### src/rtl/event_trigger_mapper.sv
// Decodes EVR event codes into per-output trigger strobes via a 256-entry map and per-trigger prescalers.
// Optional per-trigger fire counters are enabled by defining EVENT_TRIGGER_MAPPER_COUNTERS_EN.
module event_trigger_mapper #(
    parameter int NUM_TRIGGERS   = 8,
    parameter int PRESCALE_WIDTH = 16
) (
    input  logic                    evrClk,
    input  logic                    evrRst_n,
    input  logic [7:0]              eventCode,
    input  logic                    eventStrobe,
    input  logic                    cfgStrobe,
    input  logic [31:0]             cfgData,
    output logic                    mapBusy,
    output logic [NUM_TRIGGERS-1:0] triggerStrobe
`ifdef EVENT_TRIGGER_MAPPER_COUNTERS_EN
    ,
    input  logic [3:0]              cntSel,
    output logic [31:0]             cntValue
`endif
);

    localparam logic [1:0] OP_MAP_WRITE    = 2'b00;
    localparam logic [1:0] OP_SET_PRESCALE = 2'b01;
    localparam logic [1:0] OP_CLEAR_MAP    = 2'b10;

    typedef enum logic [0:0] {
        ST_IDLE  = 1'b0,
        ST_CLEAR = 1'b1
    } state_t;

    state_t                    state_r;
    state_t                    state_next_s;
    logic [7:0]                clr_addr_r;
    logic [7:0]                clr_addr_next_s;
    logic                      busy_s;
    logic                      map_wr_s;
    logic                      clear_cmd_s;
    logic                      presc_wr_s;
    logic                      accept_s;
    logic                      mem_we_s;
    logic [7:0]                mem_waddr_s;
    logic [NUM_TRIGGERS-1:0]   mem_wdata_s;
    logic [NUM_TRIGGERS-1:0]   map_mem_r [256];
    logic [NUM_TRIGGERS-1:0]   rd_mask_r;
    logic                      s1_valid_r;
    logic [PRESCALE_WIDTH-1:0] presc_r      [NUM_TRIGGERS];
    logic [PRESCALE_WIDTH-1:0] presc_next_s [NUM_TRIGGERS];
    logic [PRESCALE_WIDTH-1:0] pcnt_r       [NUM_TRIGGERS];
    logic [PRESCALE_WIDTH-1:0] pcnt_next_s  [NUM_TRIGGERS];
    logic [NUM_TRIGGERS-1:0]   fire_s;
    logic [NUM_TRIGGERS-1:0]   trig_r;

    // The state register is the busy flag: busy exactly while clearing.
    assign busy_s        = (state_r == ST_CLEAR);
    assign mapBusy       = busy_s;
    assign triggerStrobe = trig_r;

    // Config command decode; map writes and events are locked out while clearing.
    always_comb begin
        map_wr_s    = 1'b0;
        clear_cmd_s = 1'b0;
        presc_wr_s  = 1'b0;
        if (cfgStrobe) begin
            case (cfgData[31:30])
                OP_MAP_WRITE:    map_wr_s    = !busy_s;
                OP_SET_PRESCALE: presc_wr_s  = 1'b1;
                OP_CLEAR_MAP:    clear_cmd_s = 1'b1;
                default:         map_wr_s    = 1'b0;
            endcase
        end else begin
            map_wr_s = 1'b0;
        end
        accept_s = eventStrobe && !busy_s && (eventCode != 8'h00);
    end

    // Clear FSM state register; reset starts a fresh clear from address 0.
    always_ff @(posedge evrClk or negedge evrRst_n) begin
        if (!evrRst_n) begin
            state_r    <= ST_CLEAR;
            clr_addr_r <= 8'd0;
        end else begin
            state_r    <= state_next_s;
            clr_addr_r <= clr_addr_next_s;
        end
    end

    // Clear FSM next state: walk addresses 0..255, restart on a new CLEAR_MAP.
    always_comb begin
        state_next_s    = state_r;
        clr_addr_next_s = clr_addr_r;
        case (state_r)
            ST_IDLE: begin
                if (clear_cmd_s) begin
                    state_next_s    = ST_CLEAR;
                    clr_addr_next_s = 8'd0;
                end else begin
                    clr_addr_next_s = 8'd0;
                end
            end
            ST_CLEAR: begin
                if (clear_cmd_s) begin
                    clr_addr_next_s = 8'd0;
                end else if (clr_addr_r == 8'hFF) begin
                    state_next_s    = ST_IDLE;
                    clr_addr_next_s = 8'd0;
                end else begin
                    clr_addr_next_s = clr_addr_r + 8'd1;
                end
            end
            default: begin
                state_next_s    = ST_CLEAR;
                clr_addr_next_s = 8'd0;
            end
        endcase
    end

    // Map write port mux: the clear sweep owns the port while busy.
    always_comb begin
        if (busy_s) begin
            mem_we_s    = 1'b1;
            mem_waddr_s = clr_addr_r;
            mem_wdata_s = '0;
        end else begin
            mem_we_s    = map_wr_s;
            mem_waddr_s = cfgData[15:8];
            mem_wdata_s = cfgData[NUM_TRIGGERS-1:0];
        end
    end

    // Map RAM (no reset): the read returns the pre-write mask on a same-cycle write.
    always_ff @(posedge evrClk) begin
        if (mem_we_s) begin
            map_mem_r[mem_waddr_s] <= mem_wdata_s;
        end
        if (eventStrobe) begin
            rd_mask_r <= map_mem_r[eventCode];
        end
    end

    // Stage-1 valid flag qualifying the registered mask.
    always_ff @(posedge evrClk or negedge evrRst_n) begin
        if (!evrRst_n) begin
            s1_valid_r <= 1'b0;
        end else begin
            s1_valid_r <= accept_s;
        end
    end

    // Stage-2 prescale decision; a SET_PRESCALE to a trigger suppresses its match this cycle.
    always_comb begin
        fire_s = '0;
        for (int i = 0; i < NUM_TRIGGERS; i++) begin
            presc_next_s[i] = presc_r[i];
            pcnt_next_s[i]  = pcnt_r[i];
            if (presc_wr_s && (cfgData[27:24] == 4'(i))) begin
                presc_next_s[i] = cfgData[PRESCALE_WIDTH-1:0];
                pcnt_next_s[i]  = '0;
            end else if (s1_valid_r && rd_mask_r[i]) begin
                if (presc_r[i] <= PRESCALE_WIDTH'(1)) begin
                    fire_s[i] = 1'b1;
                end else if (pcnt_r[i] == (presc_r[i] - PRESCALE_WIDTH'(1))) begin
                    fire_s[i]      = 1'b1;
                    pcnt_next_s[i] = '0;
                end else begin
                    pcnt_next_s[i] = pcnt_r[i] + PRESCALE_WIDTH'(1);
                end
            end else begin
                pcnt_next_s[i] = pcnt_r[i];
            end
        end
    end

    // Prescale registers and registered trigger strobes.
    always_ff @(posedge evrClk or negedge evrRst_n) begin
        if (!evrRst_n) begin
            trig_r <= '0;
            for (int i = 0; i < NUM_TRIGGERS; i++) begin
                presc_r[i] <= '0;
                pcnt_r[i]  <= '0;
            end
        end else begin
            trig_r <= fire_s;
            for (int i = 0; i < NUM_TRIGGERS; i++) begin
                presc_r[i] <= presc_next_s[i];
                pcnt_r[i]  <= pcnt_next_s[i];
            end
        end
    end

`ifdef EVENT_TRIGGER_MAPPER_COUNTERS_EN
    logic [31:0] fire_cnt_r [NUM_TRIGGERS];
    logic [31:0] sel_cnt_s;
    logic [31:0] cnt_value_r;

    assign cntValue = cnt_value_r;

    // Counter readback select; unmatched selects read as zero.
    always_comb begin
        sel_cnt_s = 32'd0;
        for (int i = 0; i < NUM_TRIGGERS; i++) begin
            if (cntSel == 4'(i)) begin
                sel_cnt_s = fire_cnt_r[i];
            end else begin
                sel_cnt_s = sel_cnt_s;
            end
        end
    end

    // Fire counters (wrap at 2^32, untouched by CLEAR_MAP) and registered readback.
    always_ff @(posedge evrClk or negedge evrRst_n) begin
        if (!evrRst_n) begin
            cnt_value_r <= 32'd0;
            for (int i = 0; i < NUM_TRIGGERS; i++) begin
                fire_cnt_r[i] <= 32'd0;
            end
        end else begin
            cnt_value_r <= sel_cnt_s;
            for (int i = 0; i < NUM_TRIGGERS; i++) begin
                if (fire_s[i]) begin
                    fire_cnt_r[i] <= fire_cnt_r[i] + 32'd1;
                end else begin
                    fire_cnt_r[i] <= fire_cnt_r[i];
                end
            end
        end
    end
`endif

endmodule

### config.mk
export PLATFORM = sky130hd
export DESIGN_NAME = event_trigger_mapper
export DESIGN_NICKNAME = d
export VERILOG_FILES = /design/src/rtl/event_trigger_mapper.sv
export SDC_FILE = /design/constraint.sdc
export NUM_CORES = 2
export LEC_CHECK = 0
export ABC_AREA = 1
export BUFFER_PORTS_ARGS = -buffer_cell sky130_fd_sc_hd__buf_2
export CELL_PAD_IN_SITES_DETAIL_PLACEMENT = 0
export CELL_PAD_IN_SITES_GLOBAL_PLACEMENT = 2
export CORE_UTILIZATION = 35
export DETAILED_ROUTE_END_ITERATION = 7
export PLACE_DENSITY_LB_ADDON = 0.25
export SYNTH_ARGS = -nofsm -noshare
export SYNTH_HDL_FRONTEND = slang
export SYNTH_SLANG_ARGS = --single-unit
### constraint.sdc
create_clock -name evrClk -period 25 [get_ports evrClk]
set_clock_uncertainty 0.05 [all_clocks]
set_input_delay 5 -clock evrClk [delete_from_list [all_inputs] [get_ports evrClk]]
set_output_delay 5 -clock evrClk [all_outputs]
set_load 0.02 [all_outputs]
Word level (Yosys, flattened, before mapping):

Memories as Yosys holds them, arrays and structs flattened. A register that Yosys moved wholly into a read port is not among the register bits.
Cells that the tools add are included.

* bits in registers: 274
* latch bits: 0
* bits in writable memories: 2048
* memory bits (read-only): 0
* bits of input ports: 44
* output and inout port bits: 9
* word-level logic and storage cells: 193
* memories kept: 1

* $add $sub $neg: 17
* multiply operators: 0
* divide/modulo/power cells: 0
* order comparisons: 8
* eq/ne operators: 26
* shift-type cells: 0
* multiplexer cells: 82
* bitwise gates (word level): 1
* reductions and logical operators: 38

Memories
* map_mem_r: depth 256, bits a word 8, read ports 1, clocked after memory_dff 1, write ports 1, line 43 `logic [NUM_TRIGGERS-1:0] map_mem_r [256];`

Operators by type and width (count)
* 2-to-1 mux 16 bit: 32
* adder 16 x 1 -> 16 bit (second input constant): 8
* == test 16 bit: 8
* less-or-equal comparator 16 x 1 -> 1 bit (second input constant): 8
* subtractor 16 x 1 -> 16 bit (second input constant): 8
* 2-to-1 mux 1 bit: 44
* 2-to-1 mux 8 bit: 4
* logical AND 1 bit: 18
* == test 4 x 3 -> 1 bit (second input constant): 4
* inequality test 2 bit (second input constant): 8
* case mux 8 bit (2 select lines): 1
* AND reduction 2 bit: 8
* nonzero test 2 bit: 8
* adder 8 x 1 -> 8 bit (second input constant): 1
* == test 4 x 2 -> 1 bit (second input constant): 2
* == test 8 bit (second input constant): 1
* nonzero test 8 bit: 1
* == test 4 x 1 -> 1 bit (second input constant): 1
* zero test 4 bit: 1
* == test 2 x 1 -> 1 bit (second input constant): 1
* == test 2 bit (second input constant): 1
* zero test 2 bit: 1
* case mux 1 bit (2 select lines): 1
* zero test 1 bit: 1
* NOT 1 bit: 1

Depth between registers and ports, before layout:

* word-level depth: 6
* gate-level depth with buffers: 20
* depth with buffers taken out: 17

Least setup slack after synthesis:

OpenSTA, ideal clock, no wires.

* path type: input -> register
* from: in cfgData[0]
* to: mem map_mem_r[0][0] (data pin)
* data arrival time: 10.977 ns
* slack: 12.579 ns
* stages on the path: 2
* path buffers: 0
* path through: inv_1 -> nor2_1

* word-level cells in the longest chain between the ends: 1

RTL lines
* start: declaration: line 12 `input logic [31:0] cfgData,`
* 2-to-1 mux 8 bit: line 119 `if (busy_s) begin`
* net mem_wdata_s[0]: line 42 `logic [NUM_TRIGGERS-1:0] mem_wdata_s;`
* end: declaration: line 43

The timed path passes the listed nets, and every way through them passes these cells.

==> summary.md <==
| Metric | Value |
|---|---|
| Gp weighted congestion | 0.786 |
| Setup tns final | 0 ps |
| Post-synth cell types | 48 |
| Actual slew at the worst max-slew pin | between 1000 and 1500 ps |
| Placed wire-length estimate | around 180000 um |
| Hold Path Class | reg -> reg |
| Die height | between 500 and 600 um |
| CTS tree | yes |
| Fin crit period | around 9000 ps |
| Most frequent cells in the layout | nand2_1 (3096), edfxtp_1 (2056), nor2_1 (1545), inv_1 (960), nand3_1 (812) |
| Die width | approximately 550 um |
| YS warnings | 0 |
| Final hold viol count | 0 |
| Crit path launch type | input port |
| Initial DRC Count | ~5700 |
| CTS HTree Levels | 5 |
| # clock sinks | 2330 |
| Critical setup path kind | in -> reg |
| Place WS | 14980 ps |
| Synthesized Nets | 10800 |
| EDFF count, synth | slightly above 2000 |
| Remaining DRCs | 0 |
| Filler cells | slightly below 30000 |
| Initial Utilization | a little over a third |
| GR Overflow Total | 0 |
| Clk slew on worst S/H paths | approximately 60 ps |
| WP data arrival | a little under 10000 ps |
| Hold_buf cts | 0 |
| Routed WL | about 310000 um |
| Nets | 10700 |
| Max FO, Critical Path | between 100 and 150 |
| Post-DR wirelength/cell | 21.3 um |
| Inserted Clock Buffers | approximately 270 |
| Setup ws final | 15780 ps |
| Unrepaired setup endpoints after global routing | false |
| #FFs+latches synth | approximately 2300 |
| Initial antenna violation count | 15 |
| Synthesized area per cell | slightly below 10 um^2 |
| Max_slew headroom | between 10% and 20% |
| Routed via count | 72300 |
| Die area | approximately 300000 um^2 |
| Drt first pass iters | 6 |
| Post_cts resized | 0 |
| Synthesized area | roughly 110000 um^2 |
| Vias in the first global route | roughly 70000 |
| LEAKAGE | around 47 nW |
| Share of cells above drive strength 1 | 5.48% |
| Most used DFF post-synth | edfxtp_1 |
| DR vias/cell | 4.91 |
| Final Max Tran Viols | 0 |
| Num rows | 200 |
| Post-DRT Antenna Nets | 0 |
| Post-Syn Instances | 10700 |
| Status | finished, final reports clean |
| Worst-Skew Late Latency | 890 ps |
| Post-CTS Setup Inserts | 0 |
| Ys async rst share | a little under an eighth |
| Global-route wire length before repair | roughly 470000 um |
| All-layer global routing usage | around a fifth |
| Period utilization | a little under two fifths |
| Commonest non-fill, non-tap cell in the layout | nand2_1 |
| Root Driver | clkbuf_16 |
| Fmax | 108 MHz |
| Setup-violating endpoint count in the final report | 0 |
| P&R area growth vs syn | 11.4% |
| Worst vdd ir | between 40 and 50 uV |
| Crit path capture type | flip-flop |
| PortBufs | 42 |
| Num ports | 53 |
| PwrDens | 76.7 nW/um^2 |
| WP data required | roughly 26000 ps |
| Largest net degree at the start of global routing | 239 |
| Max Buffers Root-to-Sink | 4 |
| Max-Cap Viols | 0 |
| Post-synthesis sequential area ratio | around two thirds |
| Core area | approximately 300000 um^2 |
-- sequential cells by signal, indices dropped and copies added, names as in the netlist --
register / count
triggerStrobe: 8
mapBusy: 1
map_mem_r: 2048
rd_mask_r: 8
clr_addr_r: 8
pcnt_r: 128
presc_r: 128
s1_valid_r: 1
-- routing by layer --
layer	share of wire (%)	up-vias	track usage (%)
met1	45	35400	28.3
met3	4.8	362	2.91
li1	-	35100	-
met2	47	1486	34.0
met4	2.3	10	5.15
met5	0.019	-	0
-- critical path, stage by stage --
cell	delay [ps]
buf_8	340
buf_4	580
buf_12	530
buf_4	610
buf_4	660
nand2_1	110
nand3_1	110
nand2_1	60
nand2_1	50
nand2_1	60
inv_1	140
nand2_1	80
nand2_1	60
nand2_1	150
inv_1	90
nand2_1	120
nand2_1	90
nand2_1	60
inv_1	210
nand2_1	210
-- Yosys cell counts (2+ instances only) --
cell | count | area share [%]
inv_2 | 6 | 0.021
inv_1 | 962 | 3.4
xor2_1 | 158 | 1.3
o211ai_1 | 68 | 0.49
nand2_2 | 5 | 0.030
nor2_2 | 7 | 0.042
o21bai_1 | 5 | 0.036
buf_1 | 46 | 0.16
nand3b_1 | 26 | 0.19
nand3_1 | 820 | 3.9
buf_2 | 197 | 0.94
o21ai_1 | 71 | 0.34
nand3_2 | 3 | 0.029
a21oi_1 | 144 | 0.69
ha_1 | 25 | 0.30
o22ai_1 | 11 | 0.065
buf_6 | 29 | 0.31
a31oi_1 | 5 | 0.030
o21a_1 | 2 | 0.014
a31o_2 | 2 | 0.017
nor3_2 | 2 | 0.019
or2_0 | 12 | 0.071
nand2_1 | 3104 | 11
nor2_1 | 1557 | 5.6
o21ai_0 | 603 | 2.9
dfrtp_1 | 273 | 6.5
xnor2_1 | 59 | 0.49
nor4_1 | 13 | 0.077
nor3_1 | 40 | 0.19
o2111ai_1 | 5 | 0.042
buf_4 | 62 | 0.44
clkbuf_1 | 212 | 0.76
edfxtp_1 | 2056 | 59
or2_2 | 11 | 0.065
clkinv_1 | 9 | 0.032
nand4_1 | 101 | 0.60
and3_1 | 3 | 0.018
-- logic make-up (layout without fill, tap and decap cells) --
family	after synthesis	count (layout)	share of synthesized area, %
fa+ha+maj	25	25	0.298
simple gates	5709	5709	21.9
xor+xnor	217	217	1.81
flops	2330	2330	65.2
buf+inv	1526	1597	6.13
other cells	0	2	0
compound gates	918	918	4.60
-- through the flow --
step | instances | power, mW | util (%) | hold slack (ps) | area [um^2]
finish | 14700 | 8.98 | 39.3 | 414 | 117000
CTS | 14700 | 9.10 | 39.3 | 419 | 117000
global route | 14700 | 9.33 | 39.3 | 428 | 117000
detailed placement | 14300 | 5.24 | 36.5 | 412 | 109000
global placement | 14300 | 5.24 | 36.5 | 395 | 109000
floorplan | 10700 | 4.90 | - | 382 | 105000
-- layout make-up --
type	instances	area (um^2)	area share, %
Inverter	978	3700	3.16
Antenna cell	2	5.00	0.00427
Tap cell	3939	4930	4.21
Multi-Input combinational cell	6869	30300	25.8
Sequential cell	2330	68600	58.6
Clock inverter	136	1200	1.03
Timing Repair Buffer	150	1200	1.03
Clock buffer	333	7220	6.17
-- where the power goes --
group | internal [mW] | switching [mW]
sequential | 4.26 | 0.0557
combinational | 0.214 | 0.627
clock | 2.22 | 1.61
-- final timing paths --
| path | startpoint | endpoint | slack (ps) | cells after the start |
|---|---|---|---|---|
| worst max-delay path | eventCode[0] | rd_mask_r[6]$_DFFE_PP_ | 15780 | 20 |
| worst max register to register | mapBusy$_DFF_PN1_ | map_mem_r[252][3]$_DFFE_PP_ | 20470 | 7 |
| worst min register to register | clr_addr_r[0]$_DFF_PN0_ | clr_addr_r[0]$_DFF_PN0_ | 410 | 1 |
| min in group asynchronous | evrRst_n | triggerStrobe[6]$_DFF_PN0_ | 4070 | 1 |
| worst min-delay path | clr_addr_r[0]$_DFF_PN0_ | clr_addr_r[0]$_DFF_PN0_ | 410 | 1 |
| max in group asynchronous | evrRst_n | presc_r[72]$_DFFE_PN0P_ | 18410 | 3 |
Note: power is estimated with default switching activity, not from simulation.
